**src/rtl/perif_temporizador_if.sv**
```systemverilog
// CPU-port side bundle of the peripheral timer: configuration in, status/count/interrupt out.
interface perif_temporizador_if;
  logic [7:0] cfg_periodo;
  logic [7:0] cfg_ctrl;
  logic       evento;
  logic       interrupcion;
  logic [7:0] estado;
  logic [7:0] cuenta;

  // CPU side: drives configuration and the external event, reads status
  modport master (
    output cfg_periodo,
    output cfg_ctrl,
    output evento,
    input  interrupcion,
    input  estado,
    input  cuenta
  );

  // Peripheral side: consumes configuration, produces status
  modport slave (
    input  cfg_periodo,
    input  cfg_ctrl,
    input  evento,
    output interrupcion,
    output estado,
    output cuenta
  );
endinterface

```
**src/rtl/perif_temporizador.sv**
```systemverilog
// Peripheral timer and interrupt source. Prescaled down-counter with periodic or
// one-shot expiry, plus a synchronized external event edge detector. Both raise
// sticky pending flags (with overrun) that the CPU clears via a rising ack bit.
// PRESC is the number of clock cycles per timer tick; legal range is 1..256.
module perif_temporizador #(
  parameter int unsigned PRESC = 4
) (
  input  logic                 clk,
  input  logic                 reset,
  perif_temporizador_if.slave  bus
);

  localparam int unsigned CW        = 8;
  localparam int unsigned PW        = (PRESC > 1) ? $clog2(PRESC) : 1;
  localparam logic [PW-1:0] PRESC_MAX = PW'(PRESC - 1);

  localparam int unsigned B_EN_TMR   = 0;
  localparam int unsigned B_EN_EXT   = 1;
  localparam int unsigned B_ACK      = 2;
  localparam int unsigned B_ONE_SHOT = 3;

  // Control decode
  logic          en_tmr;
  logic          en_ext;
  logic          ack;
  logic          one_shot;
  logic [2:0]    ctrl_q;
  logic          en_tmr_rise;
  logic          ack_rise;

  // Timer state
  logic [CW-1:0] cnt_q;
  logic [CW-1:0] cnt_d;
  logic [PW-1:0] presc_q;
  logic [PW-1:0] presc_d;
  logic          tick;
  logic          tmr_set;

  // External event path
  logic          s1_q;
  logic          s2_q;
  logic          s3_q;
  logic          ext_rise;
  logic          ext_set;

  // Interrupt flags
  logic          pend_tmr_q;
  logic          pend_tmr_d;
  logic          pend_ext_q;
  logic          pend_ext_d;
  logic          ovr_tmr_q;
  logic          ovr_tmr_d;
  logic          ovr_ext_q;
  logic          ovr_ext_d;

  // Upper control bits and the en_ext history bit carry no function
  logic          unused_ok;
  assign unused_ok = ^{bus.cfg_ctrl[7:4], ctrl_q[B_EN_EXT]};

  assign en_tmr   = bus.cfg_ctrl[B_EN_TMR];
  assign en_ext   = bus.cfg_ctrl[B_EN_EXT];
  assign ack      = bus.cfg_ctrl[B_ACK];
  assign one_shot = bus.cfg_ctrl[B_ONE_SHOT];

  assign en_tmr_rise = en_tmr & ~ctrl_q[B_EN_TMR];
  assign ack_rise    = ack & ~ctrl_q[B_ACK];

  assign tick     = (presc_q == PRESC_MAX);
  assign ext_rise = s2_q & ~s3_q;
  assign ext_set  = ext_rise & en_ext;

  // Previous-cycle copy of the control bits used for rise detection
  always_ff @(posedge clk or negedge reset) begin
    if (!reset) begin
      ctrl_q <= 3'b000;
    end else begin
      ctrl_q <= bus.cfg_ctrl[2:0];
    end
  end

  // Next counter/prescaler value and expiry strobe
  always_comb begin
    cnt_d   = cnt_q;
    presc_d = presc_q;
    tmr_set = 1'b0;
    if (en_tmr_rise) begin
      // Enable rise always restarts from a fresh period and prescaler phase
      cnt_d   = bus.cfg_periodo;
      presc_d = '0;
    end else if (!en_tmr || (cnt_q == '0)) begin
      // Paused or idle: count holds, prescaler phase is discarded
      presc_d = '0;
    end else if (tick) begin
      presc_d = '0;
      if (cnt_q == CW'(1)) begin
        tmr_set = 1'b1;
        cnt_d   = one_shot ? '0 : bus.cfg_periodo;
      end else begin
        cnt_d = cnt_q - CW'(1);
      end
    end else begin
      presc_d = presc_q + PW'(1);
    end
  end

  // Counter and prescaler registers
  always_ff @(posedge clk or negedge reset) begin
    if (!reset) begin
      cnt_q   <= '0;
      presc_q <= '0;
    end else begin
      cnt_q   <= cnt_d;
      presc_q <= presc_d;
    end
  end

  // Two-flop synchronizer for evento plus a history flop for edge detection
  always_ff @(posedge clk or negedge reset) begin
    if (!reset) begin
      s1_q <= 1'b0;
      s2_q <= 1'b0;
      s3_q <= 1'b0;
    end else begin
      s1_q <= bus.evento;
      s2_q <= s1_q;
      s3_q <= s2_q;
    end
  end

  // Flag update: a set on the ack edge keeps the pending flag but drops the overrun
  always_comb begin
    pend_tmr_d = pend_tmr_q;
    pend_ext_d = pend_ext_q;
    ovr_tmr_d  = ovr_tmr_q;
    ovr_ext_d  = ovr_ext_q;

    if (ack_rise) begin
      pend_tmr_d = 1'b0;
      pend_ext_d = 1'b0;
      ovr_tmr_d  = 1'b0;
      ovr_ext_d  = 1'b0;
    end

    if (tmr_set) begin
      pend_tmr_d = 1'b1;
      if (pend_tmr_q && !ack_rise) begin
        ovr_tmr_d = 1'b1;
      end
    end

    if (ext_set) begin
      pend_ext_d = 1'b1;
      if (pend_ext_q && !ack_rise) begin
        ovr_ext_d = 1'b1;
      end
    end
  end

  // Pending and overrun flag registers
  always_ff @(posedge clk or negedge reset) begin
    if (!reset) begin
      pend_tmr_q <= 1'b0;
      pend_ext_q <= 1'b0;
      ovr_tmr_q  <= 1'b0;
      ovr_ext_q  <= 1'b0;
    end else begin
      pend_tmr_q <= pend_tmr_d;
      pend_ext_q <= pend_ext_d;
      ovr_tmr_q  <= ovr_tmr_d;
      ovr_ext_q  <= ovr_ext_d;
    end
  end

  // Status outputs are direct views of flop state; the interrupt is an OR of flops
  assign bus.interrupcion = pend_tmr_q | pend_ext_q;
  assign bus.estado       = {4'b0000, ovr_ext_q, ovr_tmr_q, pend_ext_q, pend_tmr_q};
  assign bus.cuenta       = cnt_q;

endmodule

```
**src/flat_wrapper.sv**
```systemverilog
// flat-port wrapper written by rule: the top's interface ports become plain ports
module perif_temporizador_flat 
#(
  parameter int unsigned PRESC = 4
)
  (clk, reset, bus_cfg_periodo, bus_cfg_ctrl, bus_evento, bus_interrupcion, bus_estado, bus_cuenta);
  perif_temporizador_if bus_i ();
  input  logic clk;
  input  logic reset;
  input wire logic [$bits(bus_i.cfg_periodo)-1:0] bus_cfg_periodo;
  input wire logic [$bits(bus_i.cfg_ctrl)-1:0] bus_cfg_ctrl;
  input wire logic [$bits(bus_i.evento)-1:0] bus_evento;
  output wire logic [$bits(bus_i.interrupcion)-1:0] bus_interrupcion;
  output wire logic [$bits(bus_i.estado)-1:0] bus_estado;
  output wire logic [$bits(bus_i.cuenta)-1:0] bus_cuenta;
  assign bus_i.cfg_periodo = bus_cfg_periodo;
  assign bus_i.cfg_ctrl = bus_cfg_ctrl;
  assign bus_i.evento = bus_evento;
  assign bus_interrupcion = bus_i.interrupcion;
  assign bus_estado = bus_i.estado;
  assign bus_cuenta = bus_i.cuenta;
  perif_temporizador #(.PRESC(PRESC)) u_core (.clk(clk), .reset(reset), .bus(bus_i));
endmodule
```
**config.mk**
```make
export PLATFORM = sky130hd
export DESIGN_NAME = perif_temporizador_flat
export DESIGN_NICKNAME = d
export VERILOG_FILES = /design/src/rtl/perif_temporizador_if.sv /design/src/rtl/perif_temporizador.sv /design/src/flat_wrapper.sv
export SDC_FILE = /design/constraint.sdc
export NUM_CORES = 1
export LEC_CHECK = 0
export BUFFER_PORTS_ARGS = -buffer_cell sky130_fd_sc_hd__buf_2
export CAP_MARGIN = 10
export CELL_PAD_IN_SITES_DETAIL_PLACEMENT = 1
export CELL_PAD_IN_SITES_GLOBAL_PLACEMENT = 1
export CORE_MARGIN = 4
export CORE_UTILIZATION = 36
export DETAILED_ROUTE_END_ITERATION = 12
export HOLD_SLACK_MARGIN = 0.06
export PLACE_DENSITY = 0.83
export SYNTH_ARGS = -nofsm -noshare
export SYNTH_HDL_FRONTEND = slang
export SYNTH_SLANG_ARGS = --single-unit
```
**constraint.sdc**
```tcl
create_clock -name clk -period 2.4 [get_ports clk]
set_input_delay 0.24 -clock clk [delete_from_list [all_inputs] [get_ports clk]]
set_output_delay 0.24 -clock clk [all_outputs]
set_load 0.05 [all_outputs]
```
== Word level (Yosys, flattened, before mapping) ==
Index checks and enable logic that the tools add are counted.

* Equality and inequality tests: 3
* Reduce and logical (&&, ||, !) cells: 10
* Add/subtract/negate cells: 2
* Bitwise logic cells: 8
* Multiplexer cells: 21

{| class="wikitable"
|+ Operator list
! kind !! number
|-
| 2-to-1 mux 8 bit || 5
|-
| 2-to-1 mux 1 bit || 13
|-
| == test 8 x 1 -> 1 bit (second input constant) || 1
|-
| logical NOT 8 bit || 1
|-
| subtractor 8 x 1 -> 8 bit (second input constant) || 1
|-
| 2-to-1 mux 2 bit || 3
|-
| nonzero test 2 bit || 3
|-
| bitwise AND 1 bit || 4
|-
| NOT 1 bit || 3
|-
| adder 2 x 1 -> 2 bit (second input constant) || 1
|-
| == test 2 bit (second input constant) || 1
|-
| logical AND 1 bit || 2
|-
| logical NOT 1 bit || 2
|-
| inequality test 2 x 1 -> 1 bit (second input constant) || 1
|-
| AND reduction 2 bit || 1
|-
| logical OR 1 bit || 1
|-
| bitwise OR 1 bit || 1
|}

* Output and inout bits: 17
* Logic and storage cells: 54
* Register bits after elaboration: 20

== Depth between registers and ports, before layout ==
Gate-level depths: netlist of the first run.

* Depth after elaboration: 6
* Mapped depth: 7
* Depth with buffers taken out: 6

== Worst setup path after synthesis of the first run ==
No wires, ideal clock.

* Path kind: flip-flop to flip-flop
* Start point: reg u_core.cnt_q[0], in the netlist u_core.bus.cuenta[0]
* End point: reg u_core.cnt_q[2], in the netlist u_core.bus.cuenta[2]
* Path buffers: 1
* Stages on the path, launching flop included: 8
* Path slack: 0.240 ns
* Arrival time: 2.078 ns
* Required time: 2.318 ns
* Cells stage by stage: dfrtp_1 > inv_1 > ha_1 > or4b_4 > o221ai_4 > buf_6 > a21oi_1 > o22ai_2

* Longest elaborated chain between the ends: 5
* Elaborated cells between the ends (all ways): 10

{| class="wikitable"
|+ Ends and longest elaborated chain
! item !! RTL line !! text
|-
| start, declared || perif_temporizador.sv:32 || <nowiki>logic [CW-1:0] cnt_q;</nowiki>
|-
| start signal, assigned || perif_temporizador.sv:112 || <nowiki>cnt_q <= cnt_d;</nowiki>
|-
| subtractor 8 x 1 -> 8 bit or == test 8 x 1 -> 1 bit (tied branches) || perif_temporizador.sv:99, perif_temporizador.sv:95 ||
|-
| 2-to-1 mux 8 bit || perif_temporizador.sv:95 || <nowiki>if (cnt_q == CW'(1)) begin</nowiki>
|-
| 2-to-1 mux 8 bit || perif_temporizador.sv:93 || <nowiki>end else if (tick) begin</nowiki>
|-
| 2-to-1 mux 8 bit || perif_temporizador.sv:90 || <nowiki>end else if (!en_tmr || (cnt_q == '0)) begin</nowiki>
|-
| 2-to-1 mux 8 bit || perif_temporizador.sv:86 || <nowiki>if (en_tmr_rise) begin</nowiki>
|}

Parallel ways exist; a longest one is shown, timed or not. The select of a mux whose other input is x is not followed.
A chain may end at the register's enable or synchronous reset.

== Worst setup path after layout of the first run ==
* Start point: reg u_core.cnt_q[0], in the netlist u_core.bus.cuenta[0]
* End point: reg u_core.cnt_q[5], in the netlist u_core.bus.cuenta[5]

Same word-level chain as after synthesis.

==> impl.org, run 1 <==
** Synth
- Of the post-synthesis cell area, the dominant cell type holds 44.4%.
- For this run, the leading register cell type out of synthesis is sky130_fd_sc_hd__dfrtp_1.
- Summing every instance area after synthesis gives 0.00107 sq mm.
- The netlist uses 30 different library cells.
- Number of enable flip-flop cells after synthesis :: 0
- Fraction of registers with async set/reset :: 100%
- For this run, the number of Yosys warnings is 0.
- Synthesis produced 107 cells.
- Post-synth top area cell :: sky130_fd_sc_hd__dfrtp_1
- After synthesis, the mean cell area works out to 10.0 sq um.
- Flip-flop and latch count after synthesis :: 19
- Portion of the post-synthesis area used by sequential elements :: 44.4%
- Largest cells by area after synthesis :: sky130_fd_sc_hd__dfrtp_1 44%, sky130_fd_sc_hd__buf_4 5.6%, sky130_fd_sc_hd__a21oi_1 5.1%
- Most common cell in the synthesized netlist :: sky130_fd_sc_hd__dfrtp_1
- List of most frequent post-synthesis cells :: 19 x sky130_fd_sc_hd__dfrtp_1, 12 x sky130_fd_sc_hd__inv_1, 11 x sky130_fd_sc_hd__a21oi_1

** Global routing
- Remaining global-route overflow :: 0
- Global routing used 15.0% of the available tracks.
- Entering global routing, the biggest net connects 20 pins.
- The number of global-route vias before repair came to 1010.
- Antenna violations before repair :: 0
- First-pass GRT wire length :: 4.74 mm

** Clock network
- TritonCTS built the clock tree.
- Hold buffer count at CTS :: 3
- H-tree lvl count :: 1
- Post-CTS timing repair inserted 0 buffers for setup.
- The clock drives 19 sinks.
- Clock buffer depth :: 2
- After clock tree synthesis, the clock-pin slew on the worst setup and hold paths is 0.12 ns.
- Clock tree synthesis inserted a total of 3 buffers.
- Post-cts repair resize count :: 0
- Root cell of the clock tree :: sky130_fd_sc_hd__clkbuf_4
- Worst skew pair latency :: 0.31 ns

** STA
- Transition time of the tightest slew-check pin :: 0.660 ns
- Hold Fails Final Rpt :: 0
- Worst max-slew margin expressed relative to the limit :: 56.0%
- For this run, the top clock speed supported by timing is 0.481 GHz.
- Worst setup slack after layout :: 0.320 ns
- Tightest hold margin :: 0.115 ns
- The final max-slew violation count was 0.
- Worst clock skew :: 0.00237 ns
- Share of the clock period used by the worst path after layout :: 86.7%
- Min Clock Period, post-route :: 2.08 ns
- Setup TNS :: 0 ns
- Setup repair after global routing left no endpoint under its margin.
- Number of setup violations in the final report :: 0

** Min path
- Worst min-delay path class :: input port to flop
- In this run the most critical hold path is launched from bus_cfg_ctrl[0].

** Floorplan
- The floorplan step defined a core boundary enclosing 0.00281 sq mm.
- Width of the chip :: 62.5 um
- Die span in y :: 62.5 um
- 36 I/O pins were placed.
- Row count :: 19
- Floorplan die area :: 0.00391 sq mm
- For this configuration, the core starts out at a cell density of 38.1%.

** Route
- After detailed routing, the total wire length is 2.73 mm.
- 1st-pass router iterations :: 4
- After the first detailed-routing iteration, the DRC count stood at 23.
- Overall via count from detail_route :: 937
- Via count normalized by instance count :: 5.58
- In the routed design, unresolved DRC markers number 0.
- Count of antenna-violating nets left after detailed routing :: 0
- After detailed routing, the average wire length per cell comes to 16.2 um.

** Finish
- Post-layout net count :: 160
- Share of post-route cells with drive strength above 1 :: 29.2%
- Compared with the post-synthesis result, the final layout area differs by 17.4%.
- Filler cell count :: 339
- The repair_antennas step left the layout with diodes totalling 0.

** Placed design
- The congestion estimate from routability-driven global placement came to 0.825.
- Place WS :: 0.320 ns
- Detailed placement finished with a half-perimeter wire length of 2.13 mm.
- In this run the tool buffered the top-level ports with 27 buffer cells.

** Run status
- Status :: finished clean

** Critical path
- Data arrival at the endpoint of the critical path :: 2.32 ns
- Worst Path Buf+Inv :: 1
- The slowest stage of the critical path is the sky130_fd_sc_hd__or4b_4 cell.
- Required time reported for the critical path endpoint :: 2.64 ns
- In this design, the stage delay of the slowest critical-path cell is 0.50 ns.
- Critical-path maximum fanout :: 16
- R2R Path Start :: u_core.bus.cuenta[0]$_DFFE_PN0P_
- The signal on the critical path passes through inv_1 > ha_1 > or4b_4 > o221ai_4 > o21bai_1 > o2bb2ai_1.
- The worst setup path is captured at a flop.
- Launching element of the worst setup path :: u_core.bus.cuenta[0]$_DFFE_PN0P_
- Worst setup path class :: flop to flop
- Grouping stages by cell kind, the critical path spends the most delay in compound AO/OA/AOI/OAI gates.
- The worst setup path is launched from a flop.

** Power
- Across the VDD grid, the largest voltage drop is 0.365 mV.
- The share of total power dissipated in sequential elements is 40.0%.
- Cell internal power dissipation :: 0.581 mW
- In this run, the combinational gates consume 45.2% of the power.
- Proportion of power drawn by the clock network :: 14.8%
- Summed over all nets, the switching power comes to 0.589 mW.
- For this design the static power due to leakage is 0.602 nW.
- Pwr/cell area :: 931 mW/mm^2
- Sw Ratio :: 50.3%

** Flow run
- Max Cap Violations :: 0
-- sequential cells by signal, indices dropped and copies added, names as in the netlist --
| signal | flops |
|---|---|
| u_core.pend_tmr_q | 1 |
| u_core.pend_ext_q | 1 |
| u_core.ctrl_q | 2 |
| u_core.bus.cuenta | 8 |
| u_core.ovr_ext_q | 1 |
| u_core.ovr_tmr_q | 1 |
| u_core.presc_q | 2 |
| u_core.s1_q | 1 |
| u_core.s2_q | 1 |
| u_core.s3_q | 1 |
-- area by class of cell --
class / instances / area (sq um) / area share, %
clock inverter: 1 / 5.00 / 0.398
tap: 31 / 38.8 / 3.09
sequential: 19 / 475 / 37.8
inverter: 12 / 45.0 / 3.59
multi-input combinational: 70 / 489 / 38.9
clock buffer: 3 / 22.5 / 1.79
timing repair buffer: 32 / 180 / 14.3
-- cell families (layout without fill, tap and decap cells) --
group           after synthesis  in the layout  share of synthesized area, %
compound gates               33             33                          24.6
fa+ha+maj                     3              3                          3.51
buf+inv                      21             48                          10.9
flops                        19             19                          44.4
other cells                   1              4                         0.351
simple gates                 30             30                          16.3
-- path summary, 6_finish.rpt --
path                            depth (start not counted)  slack, ns                               end
worst min register to register                          0       0.36             u_core.s2_q$_DFF_PN0_
worst max-delay path                                    6       0.32  u_core.bus.cuenta[5]$_DFFE_PN0P_
max in group asynchronous                               2       1.68  u_core.bus.cuenta[2]$_DFFE_PN0P_
worst max register to register                          6       0.32  u_core.bus.cuenta[5]$_DFFE_PN0P_
worst min-delay path                                    1       0.12        u_core.ctrl_q[0]$_DFF_PN0_
min in group asynchronous                               2       0.41             u_core.s3_q$_DFF_PN0_
-- power groups by stage --
stage               sequential, mW  clock (mW)  combinational, mW
floorplan                    0.617           0              0.236
global placement             0.466           0              0.507
detailed placement           0.473           0              0.528
CTS                          0.467       0.179              0.532
global route                 0.481       0.196              0.569
finish                       0.467       0.173              0.529
-- layout by cell type (no fill, tap or decap), drive strengths merged, types with 2 or more instances in the layout --
cell type / n
conb: 4
o21ai: 3
ha: 3
or4b: 3
nand2b: 2
o22ai: 5
nand2: 3
clkbuf: 3
dlygate4sd3: 3
a21o: 2
nor2: 7
a21oi: 11
dfrtp: 19
a221oi: 2
nor3: 5
nand3: 3
buf: 29
a32oi: 5
inv: 12
nor2b: 3
-- metal layers --
metal	track usage, %	up-vias	wire (um)
met5	0	-	0
met1	18.1	465	1180
met2	25.3	27	1340
met3	3.96	4	175
met4	5.79	0	36
li1	-	441	-
-- metrics by stage --
step                utilization (%)  cells  power, mW  cell area (sq um)
floorplan                         -    110      0.852               1080
global placement               42.7    161      0.973               1200
detailed placement             42.7    161       1.00               1200
CTS                            44.8    168       1.18               1260
global route                   44.8    168       1.25               1260
finish                         44.8    168       1.17               1260
Power figures use the tool's default switching activity.
==> inputs of run 2 (changes only) <==
--- a/config.mk
+++ b/config.mk
@@ -8,12 +8,13 @@
 export BUFFER_PORTS_ARGS = -buffer_cell sky130_fd_sc_hd__buf_2
 export CAP_MARGIN = 10
 export CELL_PAD_IN_SITES_DETAIL_PLACEMENT = 1
-export CELL_PAD_IN_SITES_GLOBAL_PLACEMENT = 1
+export CELL_PAD_IN_SITES_GLOBAL_PLACEMENT = 2
 export CORE_MARGIN = 4
-export CORE_UTILIZATION = 36
+export CORE_UTILIZATION = 26
 export DETAILED_ROUTE_END_ITERATION = 12
 export HOLD_SLACK_MARGIN = 0.06
-export PLACE_DENSITY = 0.83
+export PLACE_DENSITY = 0.79
+export RECOVER_POWER = 100
 export SYNTH_ARGS = -nofsm -noshare
 export SYNTH_HDL_FRONTEND = slang
 export SYNTH_SLANG_ARGS = --single-unit
==> constraint.sdc (replaced) <==
create_clock -name clk -period 1.9 [get_ports clk]
set_input_delay 0.19 -clock clk [delete_from_list [all_inputs] [get_ports clk]]
set_output_delay 0.19 -clock clk [all_outputs]
set_load 0.05 [all_outputs]
==> run 2 against run 1 <==
Compared with the run above:
- clock skew is 0.0066 ns higher
- routed wire length is 9.1% higher
- clock-buffer cell count stayed put
- highest routed layer unchanged
==> impl.org, run 2 (synthesis results as in run 1) <==
** Route
- The detailed-router iteration count before antenna repair was 2 (was 4).
- The wire length reported by the detailed router is 2.98 mm (was 2.73 mm).
- The per-cell routed wire length came to 15.0 um (was 16.2 um).
- Via count normalized by instance count :: 4.88 (was 5.58)
- Overall via count from detail_route :: 972 (was 937)
- Count of antenna-violating nets left after detailed routing :: 0 (unchanged)
- Remaining DRCs :: 0 (unchanged)
- The initial detailed-routing violation count was 33 (was 23).

** Finish
- Area overhead of the layout relative to synthesis :: 37.1% (was 17.4%)
- Area taken by flip-flops and latches :: 478 sq um (was 475 sq um)
- Cell area after layout :: 0.00147 sq mm (was 0.00126 sq mm)
- Area taken by multi-input logic gates :: 562 sq um (was 489 sq um)
- The leading cell type in the layout, fill and taps excluded is sky130_fd_sc_hd__buf_2 (unchanged).
- The number of flip-flops in the largest register is 8 (unchanged).
- Most used cells in the layout excluding fill and tap cells :: 19 x sky130_fd_sc_hd__buf_2, 17 x sky130_fd_sc_hd__dfrtp_1, 12 x sky130_fd_sc_hd__buf_4 (was 27 x sky130_fd_sc_hd__buf_2, 19 x sky130_fd_sc_hd__dfrtp_1, 12 x sky130_fd_sc_hd__inv_1)
- Filler cell count :: 473 (was 339)
- The antenna cell count came to 0 (unchanged).
- The final standard cell count with taps included and fillers excluded was 199 (was 168).
- The fraction of layout instances using a drive strength above 1 was 37.6% (was 29.2%).
- The number of nets in the final layout was 172 (was 160).

** Critical path
- Critical path endpoint category :: flop (unchanged)
- Launching element of the worst setup path :: u_core.bus.cuenta[0]$_DFFE_PN0P_ (unchanged)
- Delay of the slowest cell on the worst path :: 0.49 ns (was 0.50 ns)
- Setup slack on the worst flop-to-flop path :: 0.04 ns (was 0.32 ns)
- The critical path startpoint category was a flop (unchanged).
- The required time of the critical path came to 2.10 ns (was 2.64 ns).
- The critical path arrival came to 2.06 ns (was 2.32 ns).
- Largest delay share family, worst path :: simple AND/OR/NAND/NOR gates (was compound AO/OA/AOI/OAI gates)
- The maximum net fanout on the critical path came to 5 (was 16).
- Critical-path cell list: inv_4 > ha_4 > or4b_4 > o221ai_4 > buf_4 > o21bai_1 > o2bb2ai_2 (was inv_1 > ha_1 > or4b_4 > o221ai_4 > o21bai_1 > o2bb2ai_1).
- R2R Path Start :: u_core.bus.cuenta[0]$_DFFE_PN0P_ (unchanged)
- Worst Path Buf+Inv :: 2 (was 1)
- The master of the slowest instance on the critical path was sky130_fd_sc_hd__or4b_4 (unchanged).
- The critical path class was flop to flop (unchanged).

** Placed design
- Placed instance count :: 188 (was 161)
- Post-detailed-placement half-perimeter wirelength :: 2.27 mm (was 2.13 mm)
- The final estimated routing congestion in global placement came to 0.810 (was 0.825).
- The cell area after placement was 0.00130 sq mm (was 0.00120 sq mm).
- Port buffer count :: 27 (unchanged)

** STA
- Pins Over Slew Limit :: 0 (unchanged)
- The setup TNS after final layout was 0 ns (unchanged).
- Worst clock skew :: 0.00895 ns (was 0.00237 ns)
- Transition time of the tightest slew-check pin :: 1.06 ns (was 0.660 ns)
- Hold Fails Final Rpt :: 0 (unchanged)
- The worst hold margin is 0.171 ns (was 0.115 ns).
- The post-route fraction of the period consumed by the critical path is 98.1% (was 86.7%).
- The maximum clock rate came to 0.536 GHz (was 0.481 GHz).
- Min Clock Period, post-route :: 1.86 ns (was 2.08 ns)
- The relative slew slack came to 29.0% (was 56.0%).
- RSZ-0062 raised after global routing: yes (was no).
- The final setup violation count came to 0 (unchanged).

** Power
- Pwr/cell area :: 1170 mW/mm^2 (was 931 mW/mm^2)
- Leakage power summed over all cells :: 0.645 nW (was 0.602 nW)
- Total design power :: 1.71 mW (was 1.17 mW)
- The largest voltage drop on the vdd net was 0.728 mV (was 0.365 mV).

** Clock network
- The clock latency on the worst-skew pair was 0.27 ns (was 0.31 ns).
- The post-CTS clock slew at the launch and capture registers of the worst setup and hold paths came to 0.08 ns (was 0.12 ns).
- Root cell of the clock tree :: sky130_fd_sc_hd__clkbuf_8 (was sky130_fd_sc_hd__clkbuf_4)
- Number of buffers created by CTS :: 3 (unchanged)
- The clock net sink count came to 19 (unchanged).
- The number of H-tree levels came to 1 (unchanged).
- The clock tree buffer depth is 2 (unchanged).
- Clock tree from TritonCTS :: built (unchanged)

** Floorplan
- The die width came to 72.1 um (was 62.5 um).
- Row count :: 23 (was 19)
- The die height came to 72.1 um (was 62.5 um).
- The total die area came to 0.00520 sq mm (was 0.00391 sq mm).
- The starting density of the core came to 26.7% (was 38.1%).
- The core area came to 0.00400 sq mm (was 0.00281 sq mm).
- Number of top-level design ports :: 36 (unchanged)

** Run status
- Status: finished clean (unchanged).

** Global routing
- First-pass GRT wire length :: 4.89 mm (was 4.74 mm)
- The number of antenna violations at the first check in global routing is 0 (unchanged).
- The global route total overflow was 0 (unchanged).
- Combined global-route utilization of all metal layers :: 12.2% (was 15.0%)
- Largest net degree at the start of global routing :: 20 (unchanged)
- The number of global-route vias before repair was 1032 (was 1010).

** Min path
- Worst min-delay path class :: input port to flop (unchanged)
- Hold wc startpoint :: bus_cfg_ctrl[0] (unchanged)

** Flow run
- Max Cap Violations :: 0 (unchanged)
## run 2: final timing paths
path,endpoint,depth (start not counted)
max,u_core.bus.cuenta[5]$_DFFE_PN0P_,7
max reg2reg,u_core.bus.cuenta[5]$_DFFE_PN0P_,7
min in group asynchronous,u_core.bus.cuenta[4]$_DFFE_PN0P_,2
min reg2reg,u_core.s2_q$_DFF_PN0_,0
min,u_core.ctrl_q[0]$_DFF_PN0_,1
max in group asynchronous,u_core.bus.cuenta[1]$_DFFE_PN0P_,2
## run 2: layer usage
metal	up-vias	share of wire (%)	global-route usage, %	wire length, um
li1	467	-	-	-
met3	4	5.8	3.74	173
met4	0	0.91	3.13	27
met5	-	0	0	0
met2	25	50	20.8	1490
met1	476	43	14.8	1290
## run 2: power breakdown
group	switching (mW)	total [mW]	internal [mW]
clock network	0.156	0.302	0.147
registers	0.102	0.580	0.478
logic	0.564	0.831	0.267
## run 2: final cells by class
| type | count | share of cell area (%) |
|---|---|---|
| multi-input cells | 70 | 38.3 |
| flip-flops and latches | 19 | 32.6 |
| repair buffers | 44 | 18.3 |
| well taps | 50 | 4.27 |
| inverters | 12 | 3.41 |
| clock buffers | 3 | 2.82 |
| clock inverters | 1 | 0.341 |
## run 2: per-stage QoR
stage                     utilization (%)  setup WS, ns
after floorplan                         -       -0.0225
after global placement               32.4        0.0197
after detailed placement             32.4       -0.0659
after CTS                            34.4       -0.0205
after global routing                 36.7       -0.0404
final                                36.7        0.0358
## run 2: worst reg2reg max path: stages, from the launching register on
cell                        delay (ns)
sky130_fd_sc_hd__dfrtp_2          0.47
sky130_fd_sc_hd__inv_4            0.09
sky130_fd_sc_hd__ha_4             0.13
sky130_fd_sc_hd__or4b_4           0.49
sky130_fd_sc_hd__o221ai_4         0.20
sky130_fd_sc_hd__buf_4            0.17
sky130_fd_sc_hd__o21bai_1         0.12
sky130_fd_sc_hd__o2bb2ai_2        0.12
## run 2: what timing repair did
action / 4_1_cts / 5_1_grt
hold endpoints to repair: 20 / 1
hold buffers: 2 / 1
gates resized for setup: 3 / 10
pin swaps: 0 / 2
cloned: 0 / 0
buffers inserted: 0 / 4
setup endpoints to repair: 6 / 10
